## src/rtl/pipe_skid_stage.sv

```systemverilog
// Elastic valid/ready pipeline register with a 2-entry skid buffer; PIPE_SKID_PERF_EN adds stall/transfer counters.
// Latency: 1 cycle from in_fire to out_valid when empty or draining; sustained 1 entry/cycle with out_ready=1.
// Backpressure: in_ready is a function of registered state only and drops just when main and skid are both held.
module pipe_skid_stage #(
    parameter int                DATA_W       = 64,
    parameter logic [DATA_W-1:0] BUBBLE_VALUE = 64'h0000000000000013,
    parameter int                CNT_W        = 32
) (
    input  logic              clk,
    input  logic              reset,
    input  logic              flush,
    input  logic              in_valid,
    output logic              in_ready,
    input  logic [DATA_W-1:0] in_data,
    output logic              out_valid,
    input  logic              out_ready,
`ifdef PIPE_SKID_PERF_EN
    output logic [CNT_W-1:0]  stall_cycles,
    output logic [CNT_W-1:0]  xfer_count,
`endif
    output logic [DATA_W-1:0] out_data
);

    typedef enum logic [1:0] {
        EMPTY = 2'd0,
        BUSY  = 2'd1,
        FULL  = 2'd2
    } state_t;

    state_t            r_state;
    state_t            w_state_nxt;
    logic [DATA_W-1:0] r_main;
    logic [DATA_W-1:0] r_skid;
    logic [DATA_W-1:0] w_main_nxt;
    logic [DATA_W-1:0] w_skid_nxt;
    logic              w_in_fire;
    logic              w_out_fire;

    assign out_valid  = (r_state != EMPTY);
    assign in_ready   = (r_state != FULL);
    assign out_data   = r_main;
    assign w_in_fire  = in_valid & in_ready;
    assign w_out_fire = out_valid & out_ready;

    always_comb begin
        w_state_nxt = r_state;
        w_main_nxt  = r_main;
        w_skid_nxt  = r_skid;
        if (flush) begin
            // A concurrent out_fire is already consumed downstream; only held entries are dropped.
            w_state_nxt = EMPTY;
            w_main_nxt  = BUBBLE_VALUE;
            w_skid_nxt  = BUBBLE_VALUE;
        end else begin
            case (r_state)
                EMPTY: begin
                    if (w_in_fire) begin
                        w_main_nxt  = in_data;
                        w_state_nxt = BUSY;
                    end
                end
                BUSY: begin
                    if (w_in_fire && w_out_fire) begin
                        w_main_nxt = in_data;
                    end else if (w_in_fire) begin
                        w_skid_nxt  = in_data;
                        w_state_nxt = FULL;
                    end else if (w_out_fire) begin
                        w_main_nxt  = BUBBLE_VALUE;
                        w_state_nxt = EMPTY;
                    end
                end
                FULL: begin
                    if (w_out_fire) begin
                        w_main_nxt  = r_skid;
                        w_state_nxt = BUSY;
                    end
                end
                default: begin
                    w_state_nxt = EMPTY;
                    w_main_nxt  = BUBBLE_VALUE;
                    w_skid_nxt  = BUBBLE_VALUE;
                end
            endcase
        end
    end

    always_ff @(posedge clk) begin
        if (reset) begin
            r_state <= EMPTY;
            r_main  <= BUBBLE_VALUE;
            r_skid  <= BUBBLE_VALUE;
        end else begin
            r_state <= w_state_nxt;
            r_main  <= w_main_nxt;
            r_skid  <= w_skid_nxt;
        end
    end

`ifdef PIPE_SKID_PERF_EN
    logic [CNT_W-1:0] r_stall_cycles;
    logic [CNT_W-1:0] r_xfer_count;

    // Counters survive flush so that flush storms remain visible in the statistics.
    always_ff @(posedge clk) begin
        if (reset) begin
            r_stall_cycles <= '0;
            r_xfer_count   <= '0;
        end else begin
            if (out_valid && !out_ready && (r_stall_cycles != '1)) begin
                r_stall_cycles <= r_stall_cycles + 1'b1;
            end
            if (w_out_fire) begin
                r_xfer_count <= r_xfer_count + 1'b1;
            end
        end
    end

    assign stall_cycles = r_stall_cycles;
    assign xfer_count   = r_xfer_count;
`else
    // CNT_W only sizes the counters; keep it referenced when they are compiled out.
    logic [CNT_W-1:0] w_unused_cnt;
    assign w_unused_cnt = '0;
`endif

endmodule
```

## config.mk

```make
export PLATFORM = sky130hd
export DESIGN_NAME = pipe_skid_stage
export DESIGN_NICKNAME = d
export VERILOG_FILES = /design/src/rtl/pipe_skid_stage.sv
export SDC_FILE = /design/constraint.sdc
export NUM_CORES = 1
export LEC_CHECK = 0
export ABC_AREA = 1
export ABC_CLOCK_PERIOD_IN_PS = 2650
export CAP_MARGIN = 20
export CORE_UTILIZATION = 55
export DETAILED_ROUTE_END_ITERATION = 8
export GPL_TIMING_DRIVEN = 0
export HOLD_SLACK_MARGIN = 0.12
export PLACE_DENSITY_LB_ADDON = 0.2
export SYNTH_ARGS = -nofsm -noshare
export SYNTH_HDL_FRONTEND = slang
export SYNTH_SLANG_ARGS = --single-unit
```

## constraint.sdc

```tcl
create_clock -name clk -period 2.65 [get_ports clk]
set_input_delay 0.3975 -clock clk [delete_from_list [all_inputs] [get_ports clk]]
set_output_delay 0.3975 -clock clk [all_outputs]
set_load 0.005 [all_outputs]
```

==> results of run 1 <==
==> worst max-delay path, delay by kind of cell, from the launching register on <==
family	cells	cell delay [ns]
AND/OR/NAND/NOR	1	0.15
flip-flops	1	0.42
buffers and inverters	5	1.11
==> registers in the layout (all words and copies together) (netlist names) <==
signal and flops:
out_data 64, r_skid 64, r_state 2
==> logic make-up (layout without fill, tap and decap cells) <==
kind of cell / after synthesis / after routing / share of synthesized area [%]
flops: 130 / 130 / 41.2
buf+inv: 162 / 325 / 11.7
simple gates: 578 / 578 / 36.5
compound gates: 134 / 134 / 10.7
==> synthesized netlist by cell type, drive strengths merged <==
cell type | number | area (um2)
dfxtp | 130 | 2600
inv | 95 | 357
buf | 50 | 318
nor2 | 72 | 297
nand3 | 69 | 345
clkinv | 1 | 3.75
o21ai | 7 | 38.8
nor4 | 1 | 6.26
o211ai | 1 | 7.51
a21oi | 126 | 631
nand2 | 436 | 1660
clkbuf | 16 | 60.1
==> layout by cell type (no fill, tap or decap) <==
cell	netlist	final
clkbuf_1	16	19
o211ai_1	1	1
clkinv_2	0	3
dfxtp_1	130	130
buf_2	29	29
nor2_4	1	1
clkdlybuf4s50_1	0	134
inv_2	4	4
nand2_2	2	2
nor2_8	1	1
inv_1	91	91
nand3_1	69	69
bufinv_16	0	3
o21ai_0	6	6
clkinv_1	1	1
buf_6	6	6
nor2_2	1	1
a21oi_1	126	126
o21ai_2	1	1
nand2_1	432	432
nor4_1	1	1
nor2_1	69	69
clkbuf_16	0	17
buf_4	13	13
nand2_4	2	2
buf_1	2	2
clkbuf_8	0	3
==> worst max path at each step <==
stage,from,endpoint,depth (start not counted)
after floorplan,r_state[1],in_ready,5
after global placement,flush,out_data[50],6
after detailed placement,flush,out_data[50],6
after CTS,r_state[1],in_ready,6
after global routing,r_state[1],in_ready,6
final,r_state[1],in_ready,6
==> power by group through the flow <==
stage | registers, W | logic, W | clock network, W
global placement | 0.00206 | 0.000585 | 0
global route | 0.00202 | 0.000666 | 0.00246
CTS | 0.00202 | 0.000601 | 0.00236
floorplan | 0.00206 | 0.000306 | 0
finish | 0.00202 | 0.000607 | 0.00237
detailed placement | 0.00206 | 0.000592 | 0
==> layer usage <==
metal	routed length, um	share of wire [%]
met5	0	0
met3	1570	8.5
met4	515	2.8
met2	8720	47
met1	7740	42
==> final cells by class <==
class                   instances  area, um2
multi-input cells             712       2980
fillers                       871       2610
flip-flops and latches        130       2600
repair buffers                134       1340
clock buffers                  23        478
plain buffers                  66        378
inverters                      96        360
well taps                     140        175
clock inverters                 6        105
==> stage by stage <==
| step | cells | worst slack, ns | instance area [um2] |
|---|---|---|---|
| after detailed placement | 1278 | 0.321 | 7840 |
| after CTS | 1307 | 0.182 | 8420 |
| final | 1307 | 0.167 | 8420 |
| after global placement | 1278 | 0.336 | 7840 |
| after floorplan | 1004 | 1.31 | 6320 |
| after global routing | 1307 | 0.0673 | 8420 |
==> results by group, run 1 <==
Run status
  – Outcome: finished clean

Setup path
  – Worst endpoint required time: ~2.3 ns
  – Reg2reg start: r_state[1]
  – Slowest stage delay, CP: about 0.45 ns
  – Crit path cell chain: inv_2, nor2_1, buf_4, buf_2, inv_1, clkdlybuf4s50_1
  – R2r setup slk: 1.00 ns
  – CP startpoint kind: flop
  – Crit Path Class: flop to output port
  – Worst Setup End Kind: output port
  – Critical-path maximum fanout: 10
  – Reg2Reg Depth: 7
  – Slowest CP cell: clkdlybuf4s50_1
  – R2R Path End: out_data[4]
  – WP data arrival: ~2.1 ns

Routing
  – Routed wire length: 18600 um
  – DR pass1 iterations: 5
  – DRT iter0 DRCs: 564
  – Via count: ~6900
  – DRC errors left: 0
  – Average wire per standard cell: ~14 um
  – Final ANT Viol Nets: 0
  – Routed vias/inst: roughly 5.2

GRT
  – Met2 Usage GRT: 53.5%
  – GRT overflow: 0
  – GRT Total Usage: about a third
  – Largest net degree at the start of global routing: 17
  – GR Util met1: between 30 and 40%
  – Vias in the first global route: around 6200
  – Met3 global-route usage: 7.65%
  – Initial antenna violation count: 0
  – First-pass GRT wire length: around 30000 um
  – GRT Max-Usage Layer: met2

CTS
  – Root Buffer: clkbuf_16
  – Setup bufs post-CTS: 0
  – H-tree Lvls: 4
  – Clock transition at path regs: roughly 0.05 ns
  – CTS hold repair buffers: 0
  – Clk_lat worst skew: about 0.42 ns
  – Post_cts resized: 0
  – Num CTS Buffers: 17
  – CTS tree: built
  – CTS Buffer Depth: 2
  – CTS sink count: 130

STA
  – Worst hold margin: 0.461 ns
  – Setup violations, final: 0
  – Rel. slew slack: around 56%
  – Max-slew violation count: 0
  – Post-route setup TNS: 0 ns
  – Final Hold Fails: 0
  – Fmax: slightly above 0.4 GHz
  – Unrepaired setup endpoints after global routing: false
  – Minimum clock period: approximately 2.5 ns
  – Slew @ Worst Pin: roughly 0.66 ns
  – Tcrit/Tclk final: 93.7%
  – Clock Skew: roughly 0.0084 ns

Floorplan
  – Starting density of the core: between 50% and 60%
  – Die H: 109 um
  – Core area: approximately 0.011 mm2
  – Die X: 109 um
  – Die Footprint: 0.0119 mm2
  – Row count: 38
  – Num ports: between 100 and 150

Power
  – Net Sw Frac: a little under a quarter
  – Worst vdd ir: roughly 0.52 mV
  – Clock share of power: 47.4%
  – Combinational power share: roughly 12%
  – P per Cell Area: approximately 590 mW/mm2
  – P_int: approximately 0.0038 W
  – Leak: 3.74 nW
  – Total power: approximately 0.0050 W
  – Register share of total power: between 40% and 50%
  – Sw power: around 0.0012 W

Synthesis
  – Synth warnings: 0
  – Seq/Total Area, Yosys: about two fifths
  – Synth Net Count: about 1100
  – Syn_area_per_cell: between 6 and 7 um2
  – Synth Register Bits: between 100 and 150
  – Synthesized area: 0.00632 mm2
  – Post-Syn Instances: 1004
  – Netlist cell types: 22

Final layout
  – Layout cells sized above 1: under 10%
  – Post-layout util: 76.3%
  – Layout Nets: around 1200
  – Area Growth Syn to Fin: 33.2%
  – Ant. Diodes: 0

Worst hold path
  – Hold Path End: r_skid[7]
  – Worst hold stages: 2
  – HP Class: flop to flop
  – Hold path start: r_skid[7]

Placed design
  – PortBufs: roughly 130
  – Post-DP HPWL: 12500 um
  – Global placement routability congestion: roughly 0.86

Run
  – Max_cap viols: 0
(Power assumes the default switching activity.)
==> run 2, diff against run 1 <==
ABC_CLOCK_PERIOD_IN_PS = 2200   (was 2650)
CORE_UTILIZATION = 46   (was 55)
PLACE_DENSITY = 0.81   (was default)
PLACE_DENSITY_LB_ADDON = default   (was 0.2)
clock period = 2.2 ns   (was 2.65 ns; I/O delays follow)
==> run 2 against run 1 <==
Setup slack got worse by 0.054 ns. Cell count increased by 3.1%. Sequential cell count unchanged. Hold slack about the same. Sequential power increased by 20%. Register-to-register slack got worse by 0.42 ns. Largest power group unchanged. Wire length increased by 1.5%.
==> results by group, run 2 (synthesized netlist as in run 1, its figures left out) <==
Routing
  – DRC errors left: 0 (unchanged)
  – Via count: 6739 (-1.8%)
  – Routed wire length: 18800 um (+1.5%)
  – DR pass1 iterations: 5 (unchanged)
  – DRT iter0 DRCs: 543 (-3.7%)
  – Routed vias/inst: 5.00 (-4.8%)
  – Final ANT Viol Nets: 0 (unchanged)
  – Average wire per standard cell: 14.0 um (-1.6%)

GRT
  – First-pass GRT wire length: 30200 um (+2.2%)
  – Vias in the first global route: 6080 (-2.7%)
  – Initial antenna violation count: 0 (unchanged)
  – GRT overflow: 0 (unchanged)
  – GRT Total Usage: 27.1% (-5.1 points)
  – Largest net degree at the start of global routing: 20 (+3)

CTS
  – CTS tree: built
  – CTS hold repair buffers: 0 (unchanged)
  – CTS Buffer Depth: 2 (unchanged)
  – Clock transition at path regs: 0.06 ns (about the same)
  – Root Buffer: clkbuf_16
  – H-tree Lvls: 4 (unchanged)
  – Num CTS Buffers: 17 (unchanged)
  – Clk_lat worst skew: 0.42 ns (about the same)
  – CTS sink count: 130 (unchanged)

STA
  – Max-slew violation count: 0 (unchanged)
  – Clock Skew: 0.00531 ns (-0.00307 ns)
  – Tcrit/Tclk final: roughly 95%
  – Post-route setup TNS: 0 ns (unchanged)
  – Slew @ Worst Pin: 0.604 ns (-0.0601 ns)
  – Final Hold Fails: 0 (unchanged)
  – Rel. slew slack: 59.7% (+4.0 points)
  – Unrepaired setup endpoints after global routing: false
  – Setup violations, final: 0 (unchanged)
  – Fmax: 0.479 GHz
  – Minimum clock period: 2.09 ns
  – Worst hold margin: 0.460 ns (-0.000339 ns)

Setup path
  – Worst Setup End Kind: output port
  – CP startpoint kind: flop
  – WP data arrival: 1.76 ns (-0.33 ns)
  – Crit Path Class: flop to output port
  – Worst endpoint required time: 1.87 ns (-0.38 ns)
  – Critical-path maximum fanout: 5 (-5)

Final layout
  – Commonest non-fill, non-tap cell in the layout: nand2_1
  – Leading cell types in the layout, fill and taps excluded: 432 x nand2_1, 134 x clkdlybuf4s50_1, 130 x dfxtp_1
  – Layout Nets: 1228 (+0.16%)
  – Area Growth Syn to Fin: 34.6%
  – Post-layout util: 63.7% (-13 points)
  – Fin cells: 1348 (+3.1%)
  – Ant. Diodes: 0 (unchanged)
  – Layout cells sized above 1: 8.02% (+0.65 points)

Placed design
  – Placed cell count: 1314 (+2.8%)
  – Post-DP HPWL: 13000 um (+4.5%)
  – Global placement routability congestion: 0.858 (-0.30%)
  – PortBufs: 134 (unchanged)

Floorplan
  – Core area: 0.0133 mm2 (+21%)
  – Die H: 119 um (+9.2%)
  – Die Footprint: 0.0142 mm2 (+19%)
  – Die X: 119 um (+9.2%)
  – Row count: 42 (+11%)
  – Starting density of the core: 47.4% (-10 points)
  – Num ports: 135 (unchanged)

Power
  – P per Cell Area: 709 mW/mm2 (+20%)
  – Leak: 3.75 nW (+0.35%)
  – Worst vdd ir: 0.546 mV (+4.8%)

Run status
  – Outcome: finished clean

Run
  – Max_cap viols: 0 (unchanged)

Worst hold path
  – HP Class: flop to flop
[run 2: routing by layer]
layer  track usage, %  up-vias  routed length, um
met3             5.56       32               1440
met4             11.0        0                420
li1                 -     3400                  -
met5                0        -                  0
met1             35.5     3032               8300
met2             43.4      275               8660
[run 2: critical path, stage by stage (launching register included)]
cell and delay [ns]:
dfxtp_1 0.42, inv_2 0.09, nor2_2 0.17, buf_6 0.14, inv_1 0.06, clkdlybuf4s50_1 0.45
[run 2: per-stage QoR]
stage / setup slack [ns] / power, W / cell area, um2
detailed placement: -0.0132 / 0.00320 / 7880
finish: 0.112 / 0.00604 / 8510
global placement: 0.0424 / 0.00319 / 7880
CTS: 0.0117 / 0.00602 / 8490
floorplan: 0.906 / 0.00285 / 6320
global route: 0.0728 / 0.00623 / 8510
[run 2: final timing paths]
kind | to | slack (ns) | cells past startpoint | start
max | in_ready | 0.11 | 5 | r_state[1]
min | r_skid[54] | 0.46 | 2 | r_skid[54]
max reg2reg | r_skid[16] | 0.58 | 6 | r_state[0]
min reg2reg | r_skid[54] | 0.46 | 2 | r_skid[54]
[run 2: timing repair]
| action | in CTS | in global routing |
|---|---|---|
| buffers inserted | 0 | 3 |
| resized for setup | 2 | 0 |
| setup endpoints to repair | 1 | 1 |
[run 2: area by class of cell]
type                       instances  area, um2
fill                            1243       4840
multi-input combinational        712       2980
sequential                       130       2600
timing repair buffer             137       1360
clock buffer                      23        498
buffer                            65        377
inverter                          96        360
tap                              176        220
clock inverter                     9        103
[run 2: power by group]
group	leakage, nW	switching, W	internal, W
logic	2.41	0.000405	0.000328
registers	1.05	0.0000269	0.00240
clock network	0.291	0.00107	0.00181
total	3.75	0.00150	0.00454
